--- src/rtl/pipe_hazard_ctrl_if.sv ---
`default_nettype none
// ============================================================================
// Module : pipe_hazard_ctrl_if
// Brief  : ID-stage bus between the pipeline and the hazard/stall controller.
// Rev    : 1.0  initial release
// ============================================================================
interface pipe_hazard_ctrl_if #(
    parameter int NRP  = 2,
    parameter int NFWD = 3,
    parameter int DW   = 32,
    parameter int AW   = 5,
    parameter int SW   = 6,
    parameter int CW   = 16
);
    logic [NRP*AW-1:0]  rf_raddr;
    logic [NRP-1:0]     rf_ren;
    logic [NRP*DW-1:0]  rf_rdata;
    logic [NFWD-1:0]    fwd_we;
    logic [NFWD*AW-1:0] fwd_waddr;
    logic [NFWD*DW-1:0] fwd_wdata;
    logic [NFWD-1:0]    fwd_pending;
    logic               busy_req;
    logic               flush;
    logic [DW-1:0]      inst_rdata;
    logic [NRP*DW-1:0]  opnd;
    logic [DW-1:0]      inst_out;
    logic [SW-1:0]      stall;
    logic [CW-1:0]      cnt_loaduse;
    logic [CW-1:0]      cnt_busy;

    modport master (
        output rf_raddr, rf_ren, rf_rdata, fwd_we, fwd_waddr, fwd_wdata,
               fwd_pending, busy_req, flush, inst_rdata,
        input  opnd, inst_out, stall, cnt_loaduse, cnt_busy
    );

    modport slave (
        input  rf_raddr, rf_ren, rf_rdata, fwd_we, fwd_waddr, fwd_wdata,
               fwd_pending, busy_req, flush, inst_rdata,
        output opnd, inst_out, stall, cnt_loaduse, cnt_busy
    );
endinterface
`default_nettype wire

--- src/rtl/pipe_hazard_ctrl.sv ---
`default_nettype none
// ============================================================================
// Module : pipe_hazard_ctrl
// Brief  : Operand bypass, load-use/busy stall generation, IF/ID instruction
//          hold and saturating stall counters for the 5-stage core.
// Rev    : 1.0  initial release
// ============================================================================
module pipe_hazard_ctrl #(
    parameter int NRP  = 2,
    parameter int NFWD = 3,
    parameter int DW   = 32,
    parameter int AW   = 5,
    parameter int SW   = 6,
    parameter int CW   = 16
) (
    input  logic               clk,
    input  logic               rst,
    pipe_hazard_ctrl_if.slave  bus
);
    localparam logic [SW-1:0] c_stall_busy = SW'(4'b1111);
    localparam logic [SW-1:0] c_stall_lu   = SW'(3'b111);

    logic [NRP-1:0] w_lu_port;
    logic           w_lu_hit;
    logic [SW-1:0]  w_stall;
    logic           r_held_vld;
    logic [DW-1:0]  r_held_inst;
    logic [CW-1:0]  r_cnt_loaduse;
    logic [CW-1:0]  r_cnt_busy;

    generate
        for (genvar p = 0; p < NRP; p++) begin : g_port
            logic [AW-1:0] w_raddr;
            logic          w_hit;
            logic          w_pend;
            logic [DW-1:0] w_fwd;

            assign w_raddr = bus.rf_raddr[p*AW +: AW];

            // Scan oldest to youngest so the youngest matching source wins.
            always_comb begin
                w_hit  = 1'b0;
                w_pend = 1'b0;
                w_fwd  = '0;
                for (int s = NFWD - 1; s >= 0; s--) begin
                    if (bus.fwd_we[s] && (bus.fwd_waddr[s*AW +: AW] == w_raddr) &&
                        (w_raddr != '0)) begin
                        w_hit  = 1'b1;
                        w_pend = bus.fwd_pending[s];
                        w_fwd  = bus.fwd_wdata[s*DW +: DW];
                    end
                end
            end

            assign bus.opnd[p*DW +: DW] = (w_raddr == '0) ? '0 :
                                          w_hit ? w_fwd : bus.rf_rdata[p*DW +: DW];
            assign w_lu_port[p] = bus.rf_ren[p] && w_hit && w_pend;
        end
    endgenerate

    assign w_lu_hit = |w_lu_port;

    always_comb begin
        w_stall = '0;
        if (rst) begin
            w_stall = '0;
        end else if (bus.busy_req) begin
            w_stall = c_stall_busy;
        end else if (w_lu_hit) begin
            w_stall = c_stall_lu;
        end
    end

    assign bus.stall = w_stall;

    // Capture only the first word of a stall run; flush always drops the hold.
    always_ff @(posedge clk) begin
        if (rst) begin
            r_held_vld  <= 1'b0;
            r_held_inst <= '0;
        end else if (bus.flush) begin
            r_held_vld  <= 1'b0;
        end else if (w_stall[1] && !r_held_vld) begin
            r_held_vld  <= 1'b1;
            r_held_inst <= bus.inst_rdata;
        end else if (!w_stall[1]) begin
            r_held_vld  <= 1'b0;
        end
    end

    assign bus.inst_out = (r_held_vld && !rst) ? r_held_inst : bus.inst_rdata;

    always_ff @(posedge clk) begin
        if (rst) begin
            r_cnt_loaduse <= '0;
            r_cnt_busy    <= '0;
        end else begin
            if (w_lu_hit && !bus.busy_req && (r_cnt_loaduse != '1)) begin
                r_cnt_loaduse <= r_cnt_loaduse + 1'b1;
            end
            if (bus.busy_req && (r_cnt_busy != '1)) begin
                r_cnt_busy <= r_cnt_busy + 1'b1;
            end
        end
    end

    assign bus.cnt_loaduse = r_cnt_loaduse;
    assign bus.cnt_busy    = r_cnt_busy;
endmodule
`default_nettype wire

--- src/flat_wrapper.sv ---
// flat-port wrapper written by rule: the top's interface ports become plain ports
module pipe_hazard_ctrl_flat 
#(
    parameter int NRP  = 2,
    parameter int NFWD = 3,
    parameter int DW   = 32,
    parameter int AW   = 5,
    parameter int SW   = 6,
    parameter int CW   = 16
)
  (clk, rst, bus_rf_raddr, bus_rf_ren, bus_rf_rdata, bus_fwd_we, bus_fwd_waddr, bus_fwd_wdata, bus_fwd_pending, bus_busy_req, bus_flush, bus_inst_rdata, bus_opnd, bus_inst_out, bus_stall, bus_cnt_loaduse, bus_cnt_busy);
  pipe_hazard_ctrl_if #(.NRP(NRP), .NFWD(NFWD), .DW(DW), .AW(AW), .SW(SW), .CW(CW)) bus_i ();
  input  logic clk;
  input  logic rst;
  input wire logic [$bits(bus_i.rf_raddr)-1:0] bus_rf_raddr;
  input wire logic [$bits(bus_i.rf_ren)-1:0] bus_rf_ren;
  input wire logic [$bits(bus_i.rf_rdata)-1:0] bus_rf_rdata;
  input wire logic [$bits(bus_i.fwd_we)-1:0] bus_fwd_we;
  input wire logic [$bits(bus_i.fwd_waddr)-1:0] bus_fwd_waddr;
  input wire logic [$bits(bus_i.fwd_wdata)-1:0] bus_fwd_wdata;
  input wire logic [$bits(bus_i.fwd_pending)-1:0] bus_fwd_pending;
  input wire logic [$bits(bus_i.busy_req)-1:0] bus_busy_req;
  input wire logic [$bits(bus_i.flush)-1:0] bus_flush;
  input wire logic [$bits(bus_i.inst_rdata)-1:0] bus_inst_rdata;
  output wire logic [$bits(bus_i.opnd)-1:0] bus_opnd;
  output wire logic [$bits(bus_i.inst_out)-1:0] bus_inst_out;
  output wire logic [$bits(bus_i.stall)-1:0] bus_stall;
  output wire logic [$bits(bus_i.cnt_loaduse)-1:0] bus_cnt_loaduse;
  output wire logic [$bits(bus_i.cnt_busy)-1:0] bus_cnt_busy;
  assign bus_i.rf_raddr = bus_rf_raddr;
  assign bus_i.rf_ren = bus_rf_ren;
  assign bus_i.rf_rdata = bus_rf_rdata;
  assign bus_i.fwd_we = bus_fwd_we;
  assign bus_i.fwd_waddr = bus_fwd_waddr;
  assign bus_i.fwd_wdata = bus_fwd_wdata;
  assign bus_i.fwd_pending = bus_fwd_pending;
  assign bus_i.busy_req = bus_busy_req;
  assign bus_i.flush = bus_flush;
  assign bus_i.inst_rdata = bus_inst_rdata;
  assign bus_opnd = bus_i.opnd;
  assign bus_inst_out = bus_i.inst_out;
  assign bus_stall = bus_i.stall;
  assign bus_cnt_loaduse = bus_i.cnt_loaduse;
  assign bus_cnt_busy = bus_i.cnt_busy;
  pipe_hazard_ctrl #(.NRP(NRP), .NFWD(NFWD), .DW(DW), .AW(AW), .SW(SW), .CW(CW)) u_core (.clk(clk), .rst(rst), .bus(bus_i));
endmodule
--- config.mk ---
export PLATFORM = sky130hd
export DESIGN_NAME = pipe_hazard_ctrl_flat
export DESIGN_NICKNAME = d
export VERILOG_FILES = /design/src/rtl/pipe_hazard_ctrl_if.sv /design/src/rtl/pipe_hazard_ctrl.sv /design/src/flat_wrapper.sv
export SDC_FILE = /design/constraint.sdc
export NUM_CORES = 1
export LEC_CHECK = 0
export BUFFER_PORTS_ARGS = -buffer_cell sky130_fd_sc_hd__buf_2
export CORE_MARGIN = 10
export CORE_UTILIZATION = 25
export CTS_BUF_LIST = sky130_fd_sc_hd__clkbuf_2 sky130_fd_sc_hd__clkbuf_4 sky130_fd_sc_hd__clkbuf_8
export DETAILED_ROUTE_END_ITERATION = 7
export PLACE_DENSITY = 0.49
export SLEW_MARGIN = 20
export SYNTH_ARGS = -nofsm -noshare
export SYNTH_HDL_FRONTEND = slang
export SYNTH_SLANG_ARGS = --single-unit
--- constraint.sdc ---
create_clock -name clk -period 10.45 [get_ports clk]
set_clock_uncertainty 0.2 [all_clocks]
set_input_delay 2.09 -clock clk [delete_from_list [all_inputs] [get_ports clk]]
set_output_delay 2.09 -clock clk [all_outputs]
set_load 0.005 [all_outputs]
==> metrics <==
worst-path fanout max=35; Slew HR=39.2%; # resized after CTS=0; HPWL Detailed=22,500 µm; final worst slack=3.41 ns; routed len/inst=22.1 µm; final WL=28,000 µm; Die Width=168 µm; asr flop ratio synth=0%; Seq cells post-synth=65; Tot Pwr=0.666 mW; DRC=0; clk root buf=clkbuf_8; first-pass GRT wire length=41,200 µm; Yosys warning total=0; Top-Level Pins=363; Critical Path Source Type=input port; Synth Cell Area=5450 µm²; Worst EP required=8.16 ns; Worst-Skew Late Latency=0.35 ns; largest net degree at the start of global routing=109; Synth cell types=45; DP Cell Count=1,253; clock tree buffer depth=2; # rows=53; max-capacitance violation count=0; clock-pin slew on the worst setup and hold paths=0.06 ns; Worst Max-Slew Pin Slew=0.913 ns; status=finished clean; starting density of the core=25.7%; Area Growth Syn to Fin=38.7%; share of cells above drive strength 1=43.9%; vias in the first global route=6,449; antenna violations before repair=11; RePlAce Congestion=0.897; remaining global-route overflow=0; min-delay worst type=flop to flop; Leak=3.29 nW; fin crit share=67.3%; # Post-CTS Setup Buffers=0; Setup CP Type=input port to primary output; post-synth top area share=23.9%; Cell Pwr Density=88.2 nW/µm²; Syn Inst Count=674; Synth area leader=dfxtp_1; Peak VDD IR=0.106 mV; CTS tree=done; post-route insts no fill=1,271; Finish-stage setup viols=0; unrepaired setup endpoints after global routing=no; Tmin final=7.04 ns; Nets=1,220; dominant synthesized flop cell=dfxtp_1; die area=28,100 µm²; number of flops mapped to enable cells by yosys=0; Fmax achieved=142 MHz; Via density=5.26; ANT nets after route=0; Place WS=3.42 ns; setup_tns=0 ns; core area=21,200 µm²; Syn Area/Cell=8.08 µm²; gr usage total=18.3%; Detailed Routing Iterations Pass 1=5; H-tree depth=3; First DRT Iteration DRCs=744; Die H=168 µm; largest cells by area after synthesis=dfxtp_1 (24%), o221ai_1 (10%), mux2_2 (7.9%); CTS Buf Count=9; cts-stage hold buffer count=0; via count=6,690; WP data arrival=4.75 ns; max-slew violation count=0; TritonCTS Sinks=65; I/O Buffers=360; critical path endpoint category=primary output; register area share after synthesis=23.9%; count of final hold-check violations=0; Fillers=2,289
==> sequential cells by signal, indices dropped and copies added, names as in the netlist <==
name and cells:
u_core.r_held_inst 32, u_core.bus.cnt_busy 16, u_core.bus.cnt_loaduse 16, u_core.r_held_vld 1
==> per-stage QoR <==
step / instance area (µm²) / hold slack (ns) / utilization (%)
after floorplan: 5450 / 0.246 / -
after global placement: 7380 / 0.259 / 34.8
after detailed placement: 7380 / 0.262 / 34.8
after CTS: 7550 / 0.276 / 35.6
after global routing: 7560 / 0.288 / 35.6
final: 7560 / 0.274 / 35.6
==> layer usage <==
| layer | vias up | routed length, µm | global-route usage, % |
|---|---|---|---|
| met5 | - | 13 | 0 |
| met4 | 2 | 752 | 6.02 |
| met3 | 46 | 2570 | 6.16 |
| met2 | 350 | 13800 | 31.1 |
| met1 | 3080 | 10900 | 21.1 |
| li1 | 3212 | - | - |
==> worst paths after layout <==
path                            slack (ns)                         to  cells after the start                       from
worst max-delay path                  3.41               bus_opnd[25]                     10            bus_rf_raddr[1]
worst min-delay path                  0.27     u_core.r_held_inst[19]                      2     u_core.r_held_inst[19]
worst max register to register        7.94  u_core.bus.cnt_loaduse[6]                      6  u_core.bus.cnt_loaduse[4]
worst min register to register        0.27     u_core.r_held_inst[19]                      2     u_core.r_held_inst[19]
==> area by class of cell <==
type	instances	area, µm²	area share, %
multi-input cells	540	3840	50.8
flip-flops and latches	65	1300	17.2
inverters	2	7.51	0.0993
repair buffers	371	1880	24.9
clock inverters	4	47.5	0.629
diodes	5	12.5	0.166
well taps	275	344	4.55
clock buffers	9	124	1.64
==> power by group <==
part,internal [mW],total [mW],switching (mW)
Combinational,0.101,0.204,0.104
Clock,0.105,0.202,0.0967
Sequential,0.256,0.260,0.00433
==> placed cells by master (no fill, tap or decap), types with 3 or more instances in the layout <==
cell type / n
buf_2: 360
a21oi_1: 71
nand2b_1: 67
dfxtp_1: 65
o22ai_1: 62
o221ai_1: 62
mux2i_1: 39
mux2_2: 38
nor2_1: 28
xnor2_1: 24
nand2_1: 19
xor2_1: 19
nand3_1: 16
buf_4: 11
nand4_1: 10
and3_1: 9
clkbuf_8: 9
o21ai_0: 8
nor2b_1: 8
or4_1: 7
nor4_1: 7
or3_1: 7
diode_2: 5
nor3_1: 4
o31ai_1: 4
and2_1: 3
==> logic make-up after synthesis <==
| logic type | synth area share (%) |
|---|---|
| other | 0.0688 |
| AOI/OAI and AO/OA | 26.0 |
| buffers and inverters | 5.79 |
| DFF | 23.9 |
| xor gates and xnor gates | 6.91 |
| muxes | 15.2 |
| adders and majority gates | 0.459 |
| and+or+nand+nor | 21.7 |
==> synth_stat cells (5+ instances only) <==
cell type	count
nor2b_1	8
a21oi_1	71
xor2_1	19
nand4_1	10
or3_1	9
o21ai_0	8
mux2i_1	39
o22ai_1	62
nor2_1	28
xnor2_1	24
nand2_1	19
or4_1	7
nand2b_1	67
mux2_2	38
nor4_1	7
dfxtp_1	65
nand3_1	16
buf_4	5
clkbuf_1	51
buf_1	5
and3_1	9
o221ai_1	62
==> worst max-delay path, cell delays in order <==
cell and delay, ns:
buf_2 0.14, or4_4 0.55, nor2_4 0.15, or4_1 0.13
buf_4 0.40, nand3_1 0.12, buf_4 0.28, o22ai_1 0.53
a21oi_1 0.14, buf_2 0.17
(Power assumes the default switching activity.)
